File: src/rtl/adder_sum_accum.sv
// rtl/adder_sum_accum.sv - block accumulator for pipelined adder results (optional ACCUM_SAT_EN saturation)
module adder_sum_accum #(
    parameter int DATA_W    = 8,
    parameter int BLOCK_LEN = 16,
    parameter int ACC_W     = 16
) (
    input  logic              clk,
    input  logic              rst_n,
    input  logic              clr,
    input  logic              din_valid,
    input  logic [DATA_W-1:0] din_sum,
    input  logic              din_cout,
    output logic [ACC_W-1:0]  dout,
    output logic              dout_valid,
    input  logic              dout_ready,
    output logic              dout_ovf,
    output logic              overrun,
    output logic [7:0]        blk_cnt
);

    localparam int CNT_W = (BLOCK_LEN > 2) ? $clog2(BLOCK_LEN) : 1;
    localparam logic [CNT_W-1:0] LAST = CNT_W'(BLOCK_LEN - 1);

    typedef enum logic {IDLE, ACCUM} state_t;

    state_t            state, state_nxt;
    logic [ACC_W-1:0]  acc, acc_nxt;
    logic [CNT_W-1:0]  cnt, cnt_nxt;
    logic              ovf, ovf_nxt;
    logic [ACC_W:0]    sample_ext;
    logic [ACC_W:0]    sum_ext;
    logic              carry;
    logic [ACC_W-1:0]  add_res;
    logic              complete;

    assign sample_ext = {{(ACC_W - DATA_W){1'b0}}, din_cout, din_sum};
    assign sum_ext    = {1'b0, acc} + sample_ext;
    assign carry      = sum_ext[ACC_W];

`ifdef ACCUM_SAT_EN
    // Once clamped, every later add carries again (or adds 0), so acc stays at max.
    assign add_res = carry ? {ACC_W{1'b1}} : sum_ext[ACC_W-1:0];
`else
    assign add_res = sum_ext[ACC_W-1:0];
`endif

    assign complete = din_valid && !clr && (state == ACCUM) && (cnt == LAST);

    always_ff @(posedge clk) begin
        if (!rst_n) begin
            state <= IDLE;
            acc   <= '0;
            cnt   <= '0;
            ovf   <= 1'b0;
        end else begin
            state <= state_nxt;
            acc   <= acc_nxt;
            cnt   <= cnt_nxt;
            ovf   <= ovf_nxt;
        end
    end

    always_comb begin
        state_nxt = state;
        acc_nxt   = acc;
        cnt_nxt   = cnt;
        ovf_nxt   = ovf;
        if (clr || complete) begin
            state_nxt = IDLE;
            acc_nxt   = '0;
            cnt_nxt   = '0;
            ovf_nxt   = 1'b0;
        end else if (din_valid) begin
            state_nxt = ACCUM;
            acc_nxt   = add_res;
            cnt_nxt   = cnt + 1'b1;
            ovf_nxt   = ovf | carry;
        end
    end

    // A completing block always wins the output register, even over an accept.
    always_ff @(posedge clk) begin
        if (!rst_n) begin
            dout       <= '0;
            dout_valid <= 1'b0;
            dout_ovf   <= 1'b0;
            overrun    <= 1'b0;
            blk_cnt    <= '0;
        end else if (complete) begin
            dout       <= add_res;
            dout_ovf   <= ovf | carry;
            dout_valid <= 1'b1;
            blk_cnt    <= blk_cnt + 8'd1;
            if (dout_valid && !dout_ready)
                overrun <= 1'b1;
        end else if (dout_valid && dout_ready) begin
            dout_valid <= 1'b0;
        end
    end

endmodule

File: config.mk
export PLATFORM = sky130hd
export DESIGN_NAME = adder_sum_accum
export DESIGN_NICKNAME = d
export VERILOG_FILES = /design/src/rtl/adder_sum_accum.sv
export SDC_FILE = /design/constraint.sdc
export NUM_CORES = 1
export LEC_CHECK = 0
export ABC_AREA = 1
export CAP_MARGIN = 20
export CORE_ASPECT_RATIO = 0.7
export CORE_MARGIN = 2
export CORE_UTILIZATION = 53
export CTS_CLUSTER_SIZE = 28
export DETAILED_ROUTE_END_ITERATION = 12
export PLACE_DENSITY = 0.86
export SLEW_MARGIN = 20
export SYNTH_ARGS = -nofsm -noshare
export SYNTH_HDL_FRONTEND = slang
export SYNTH_SLANG_ARGS = --single-unit
File: constraint.sdc
create_clock -name clk -period 2.2 [get_ports clk]
set_input_delay 0.33 -clock clk [delete_from_list [all_inputs] [get_ports clk]]
set_output_delay 0.33 -clock clk [all_outputs]
set_load 0.05 [all_outputs]
==> metrics.txt, run 1 <==
Pint 1.32 mW; Leakage 1.53 nW; post-CTS setup buffer count 0; Final Max Slew Viols 0; Period minus WS final 1.97 ns; CTS tree yes; Die Height 62.2 µm; Fmax achieved 507 MHz; DRT iter0 DRCs 147; syn nets 404; Slew HR 65.1%; adder-cell share of the synthesized area 6.14%; Synth Area in Compound Gates 9.45%; Gates resized, CTS repair 0; TritonCTS Buffers 5; layout cells sized above 1 5.91%; top post-synthesis cells by area dfxtp_1, nand2_1, inv_1; top-area cell type share of the netlist area 38.2%; placed inst area 3030 µm²; top-count cell post-synth nand2_1; Comb power frac 11.6%; DR WL/cell 12.8 µm; Psw 0.449 mW; Seq/Total Area, Yosys 38.2%; Inserted Diodes 0; initial antenna violation count 0; Post-synth EDFFs 0; clk slew on worst S/H paths 0.09 ns; status completed; Post-synth top cells nand2_1, inv_1, dfxtp_1; Routability Congestion 0.899; vias 2509; post-synthesis mux area share 0%; Post-Syn Area 2570 µm²; cell row count 21; pwr/cell area 563 nW/µm²; WL final 6150 µm; CTS root buf clkbuf_8; maximum vdd drop 372 µV; clock skew 0.00571 ns; Req. time, crit path 2.41 ns; CP max FO 3; syn_area_per_cell 6.80 µm²; Synth Area in XOR/XNOR 3.75%; post-route ant nets 0; slowest CP cell fa_1; final worst path period share 89.6%; Hold Crit Class reg2reg; H-Tree Depth 2; critical path arrival 2.18 ns; sequential standard cell area 981 µm²; Synth async-reset ratio 0%; Final Setup Violations 0; Num Clock Sinks 49; critical path capture point type flop; clock share of power 36.9%; worst hold margin 0.457 ns; FF+latch count, synth 49; crit-path cells clkdlybuf4s50_1, ha_1, fa_1, nand3_1, nand2_1, a21oi_1, xor2_1, nand2_1, nand2_1, inv_1; DIE AREA 5430 µm²; pre-CTS WS -0.0627 ns; # Max-Cap Violations 0; clk_lat worst skew 0.30 ns; switch share 25.4%; port bufs 40; final net count 448; Core Area 4730 µm²; Startpoint Class primary input; vias per cell 5.23; I/O pin total 41; Top cell by count, worst path nand2_1; DRC violations left 0; largest family of logic cells by synthesized area simple AND/OR/NAND/NOR gates; Synth Warn # 0; GRT Residual Overflow 0; post-synth cell types 30; Synth Area in Simple Gates 32.1%; Design Area, Final 3140 µm²; CTS Hold Bufs 0; Final Hold Viols 0; Setup Crit Path Kind in2reg; synthesis-to-layout area growth 22.4%; largest net degree at the start of global routing 30; Design Power 1.77 mW; placed wire-length estimate 4430 µm; Final WS setup 0.228 ns; Syn Inst Count 378; vias in the first global route 2255; layout filler cell count 402; prevailing post-synth register cell dfxtp_1; Clock Path Buffers 2; first-pass GRT wire length 10100 µm; Multi-input gate area 1320 µm²; Crit path largest cell delay 0.43 ns; first drt pass iteration count 5; Die X 87.2 µm; Slew @ Worst Pin 0.522 ns; Finished Core Util 66.5%; Initial Utilization 54.3%; GRT Resource Usage Total 23.6%; largest area contributor in the netlist dfxtp_1; RSZ-0062 raised after global routing no; Flop pwr share 51.5%
-- through the flow --
stage               TNS (ns)  std cells
floorplan                  0        378
global placement     -0.0183        472
detailed placement    -0.289        472
CTS                        0        480
global route               0        480
finish                     0        480
-- power groups by stage --
stage | Combinational (mW) | Clock (mW) | Sequential, mW
after floorplan | 0.139 | 0 | 0.929
after global placement | 0.194 | 0 | 0.932
after detailed placement | 0.199 | 0 | 0.933
after CTS | 0.200 | 0.666 | 0.912
after global routing | 0.226 | 0.706 | 0.915
final | 0.205 | 0.653 | 0.912
-- state kept, by name, summed over array words and instances, names as in the netlist --
name	count
blk_cnt	8
cnt	4
acc	16
dout_ovf	1
ovf	1
overrun	1
dout_valid	1
dout	16
state	1
-- placed cells by master (no fill, tap or decap), drive strengths merged --
| cell | count |
|---|---|
| nor2 | 26 |
| or2 | 1 |
| fa | 1 |
| clkdlybuf4s50 | 40 |
| clkbuf | 5 |
| nor3b | 1 |
| ha | 11 |
| inv | 57 |
| xor2 | 6 |
| xnor2 | 5 |
| nand4 | 6 |
| a22o | 4 |
| o21a | 1 |
| dfxtp | 49 |
| buf | 5 |
| clkinv | 1 |
| nand3 | 19 |
| nand3b | 2 |
| bufinv | 1 |
| o21ai | 16 |
| nor3 | 7 |
| nand2 | 134 |
| a21oi | 24 |
| clkinvlp | 1 |
-- cells by family after synthesis --
| family | Yosys count |
|---|---|
| and+or+nand+nor | 196 |
| xor gates and xnor gates | 11 |
| adders and majority gates | 12 |
| buffers and inverters | 65 |
| AOI/OAI and AO/OA | 45 |
| DFF | 49 |
-- path summary, 6_finish.rpt --
kind / to / start / slack, ns / cells past startpoint
setup reg to reg: acc[8] / acc[0] / 0.38 / 9
hold / removal: dout[10] / dout[10] / 0.46 / 2
hold reg to reg: dout[10] / dout[10] / 0.46 / 2
setup / recovery: acc[8] / din_sum[0] / 0.23 / 10
-- area by class of cell --
cell class,instances,area share (%)
Sequential cell,49,31.2
Clock inverter,3,1.47
Clock buffer,5,2.19
Inverter,57,6.88
Tap cell,57,2.27
Multi-Input combinational cell,264,42.1
Timing Repair Buffer,45,13.9
-- metal layers --
| metal | share of wire, % | global-route usage [%] | vias up | wire length [µm] |
|---|---|---|---|---|
| met5 | 0 | 0 | - | 0 |
| met4 | 2.2 | 9.23 | 0 | 137 |
| met1 | 48 | 33.1 | 1138 | 2970 |
| met2 | 43 | 35.7 | 80 | 2670 |
| li1 | - | - | 1272 | - |
| met3 | 6.0 | 4.79 | 19 | 369 |
-- critical path: cells and delay by family --
kind,cells,cell delay (ns)
xor+xnor,1,0.20
buf+inv,2,0.45
compound gates,1,0.17
simple gates,4,0.39
fa+ha+maj,2,0.66
Power figures use the tool's default switching activity.
==> inputs of run 2 (changes only) <==
--- a/config.mk
+++ b/config.mk
@@ -12,8 +12,8 @@
 export CORE_UTILIZATION = 53
 export CTS_CLUSTER_SIZE = 28
 export DETAILED_ROUTE_END_ITERATION = 12
+export MAX_ROUTING_LAYER = met4
 export PLACE_DENSITY = 0.86
-export SLEW_MARGIN = 20
 export SYNTH_ARGS = -nofsm -noshare
 export SYNTH_HDL_FRONTEND = slang
 export SYNTH_SLANG_ARGS = --single-unit
==> metrics.txt, run 2 (synthesis results as in run 1) <==
Comb power frac 11.6%; clk slew on worst S/H paths 0.09 ns; setup tns final 0 ns; Req. time, crit path 2.41 ns; CP max FO 3; DRT iter0 DRCs 154; Setup Crit Path Kind in2reg; Slew @ Worst Pin 0.523 ns; I/O pin total 41; WL final 6160 µm; placed wire-length estimate 4430 µm; critical path capture point type flop; Routability Congestion 0.914; initial antenna violation count 0; RSZ-0062 raised after global routing no; clock share of power 36.9%; first drt pass iteration count 5; CTS root buf clkbuf_8; R2R Path End acc[8]; Hold Crit Class reg2reg; Initial Utilization 54.3%; Leakage 1.53 nW; critical path arrival 2.19 ns; synthesis-to-layout area growth 22.4%; Design Power 1.77 mW; cell row count 21; Num Clock Sinks 49; commonest non-fill, non-tap cell in the layout nand2_1; Die Height 62.2 µm; Design Area, Final 3140 µm²; Inserted Diodes 0; Reg2Reg Depth 9; layout cells sized above 1 5.91%; final net count 448; clk_lat worst skew 0.31 ns; GRT Resource Usage Total 24.3%; vias 2504; worst setup path end acc[8]; post-route ant nets 0; biggest regs acc (16), dout (16), blk_cnt (8); worst reg2reg setup slack 0.37 ns; vias in the first global route 2251; TritonCTS Buffers 5; GRT Residual Overflow 0; Period minus WS final 1.97 ns; placed inst area 3030 µm²; CTS tree yes; most frequent cells in the layout nand2_1, inv_1, dfxtp_1, clkdlybuf4s50_1, a21oi_1; final worst path period share 89.6%; DRC violations left 0; status completed; Slew HR 65.0%; Clock Path Buffers 2; Final Setup Violations 0; Flop pwr share 51.5%; Core Area 4730 µm²; Pint 1.32 mW; H-Tree Depth 2; Die X 87.2 µm; vias per cell 5.22; pwr/cell area 563 nW/µm²; CTS Hold Bufs 0; CP Launch Point din_sum[0]; Final Max Slew Viols 0; Startpoint Class primary input; first-pass GRT wire length 10100 µm; maximum vdd drop 367 µV; clock skew 0.00974 ns; DIE AREA 5430 µm²; post-CTS setup buffer count 0; Gates resized, CTS repair 0; DR WL/cell 12.8 µm; # Max-Cap Violations 0; Fmax achieved 507 MHz; Psw 0.451 mW; largest net degree at the start of global routing 30; Final Hold Viols 0; port bufs 40; switch share 25.4%; FF-to-FF Start acc[0]
==> run 2: metal layers <==
| metal | vias to the layer above | share of wire, % | global-route usage (%) |
|---|---|---|---|
| li1 | 1272 | - | - |
| met1 | 1137 | 48 | 33.2 |
| met2 | 78 | 43 | 35.7 |
| met3 | 17 | 5.9 | 4.65 |
| met4 | 0 | 2.2 | 9.23 |
| met5 | - | 0 | - |
==> run 2: through the flow <==
step	util, %	setup slack (ns)	hold slack, ns	cells
global placement	64.0	-0.0126	0.442	472
detailed placement	64.0	-0.0627	0.440	472
global route	66.5	0.136	0.477	480
finish	66.5	0.228	0.457	480
CTS	66.5	0.263	0.460	480
floorplan	-	0.503	0.444	378
==> run 2: final cells by class <==
type / count / area (µm²)
Sequential cell: 49 / 981
Clock inverter: 3 / 46.3
Inverter: 57 / 216
Tap cell: 57 / 71.3
Timing Repair Buffer: 45 / 438
Fill cell: 402 / 1590
Multi-Input combinational cell: 264 / 1320
Clock buffer: 5 / 68.8
==> run 2: worst max-delay path, cell delays in order <==
cell and delay, ns:
clkdlybuf4s50_1 0.42, ha_1 0.23, fa_1 0.43, nand3_1 0.11
nand2_1 0.10, a21oi_1 0.17, xor2_1 0.20, nand2_1 0.10
nand2_1 0.08, inv_1 0.03
==> run 2: power groups by stage <==
stage                     combinational (mW)  sequential [mW]  clock, mW
after floorplan                        0.139            0.929          0
after global placement                 0.194            0.932          0
after detailed placement               0.199            0.933          0
after CTS                              0.200            0.912      0.666
after global routing                   0.226            0.915      0.706
final                                  0.205            0.912      0.654
==> run 2: worst min-delay path by stage <==
stage          startpoint  endpoint  slack (ns)  depth (start not counted)
3_5_place_dp     dout[15]  dout[15]        0.44                          2
2_1_floorplan      acc[0]    acc[0]        0.44                          2
6_report         dout[10]  dout[10]        0.46                          2
5_1_grt          dout[14]  dout[14]        0.48                          2
3_3_place_gp      dout[7]   dout[7]        0.44                          2
4_1_cts          dout[10]  dout[10]        0.46                          2
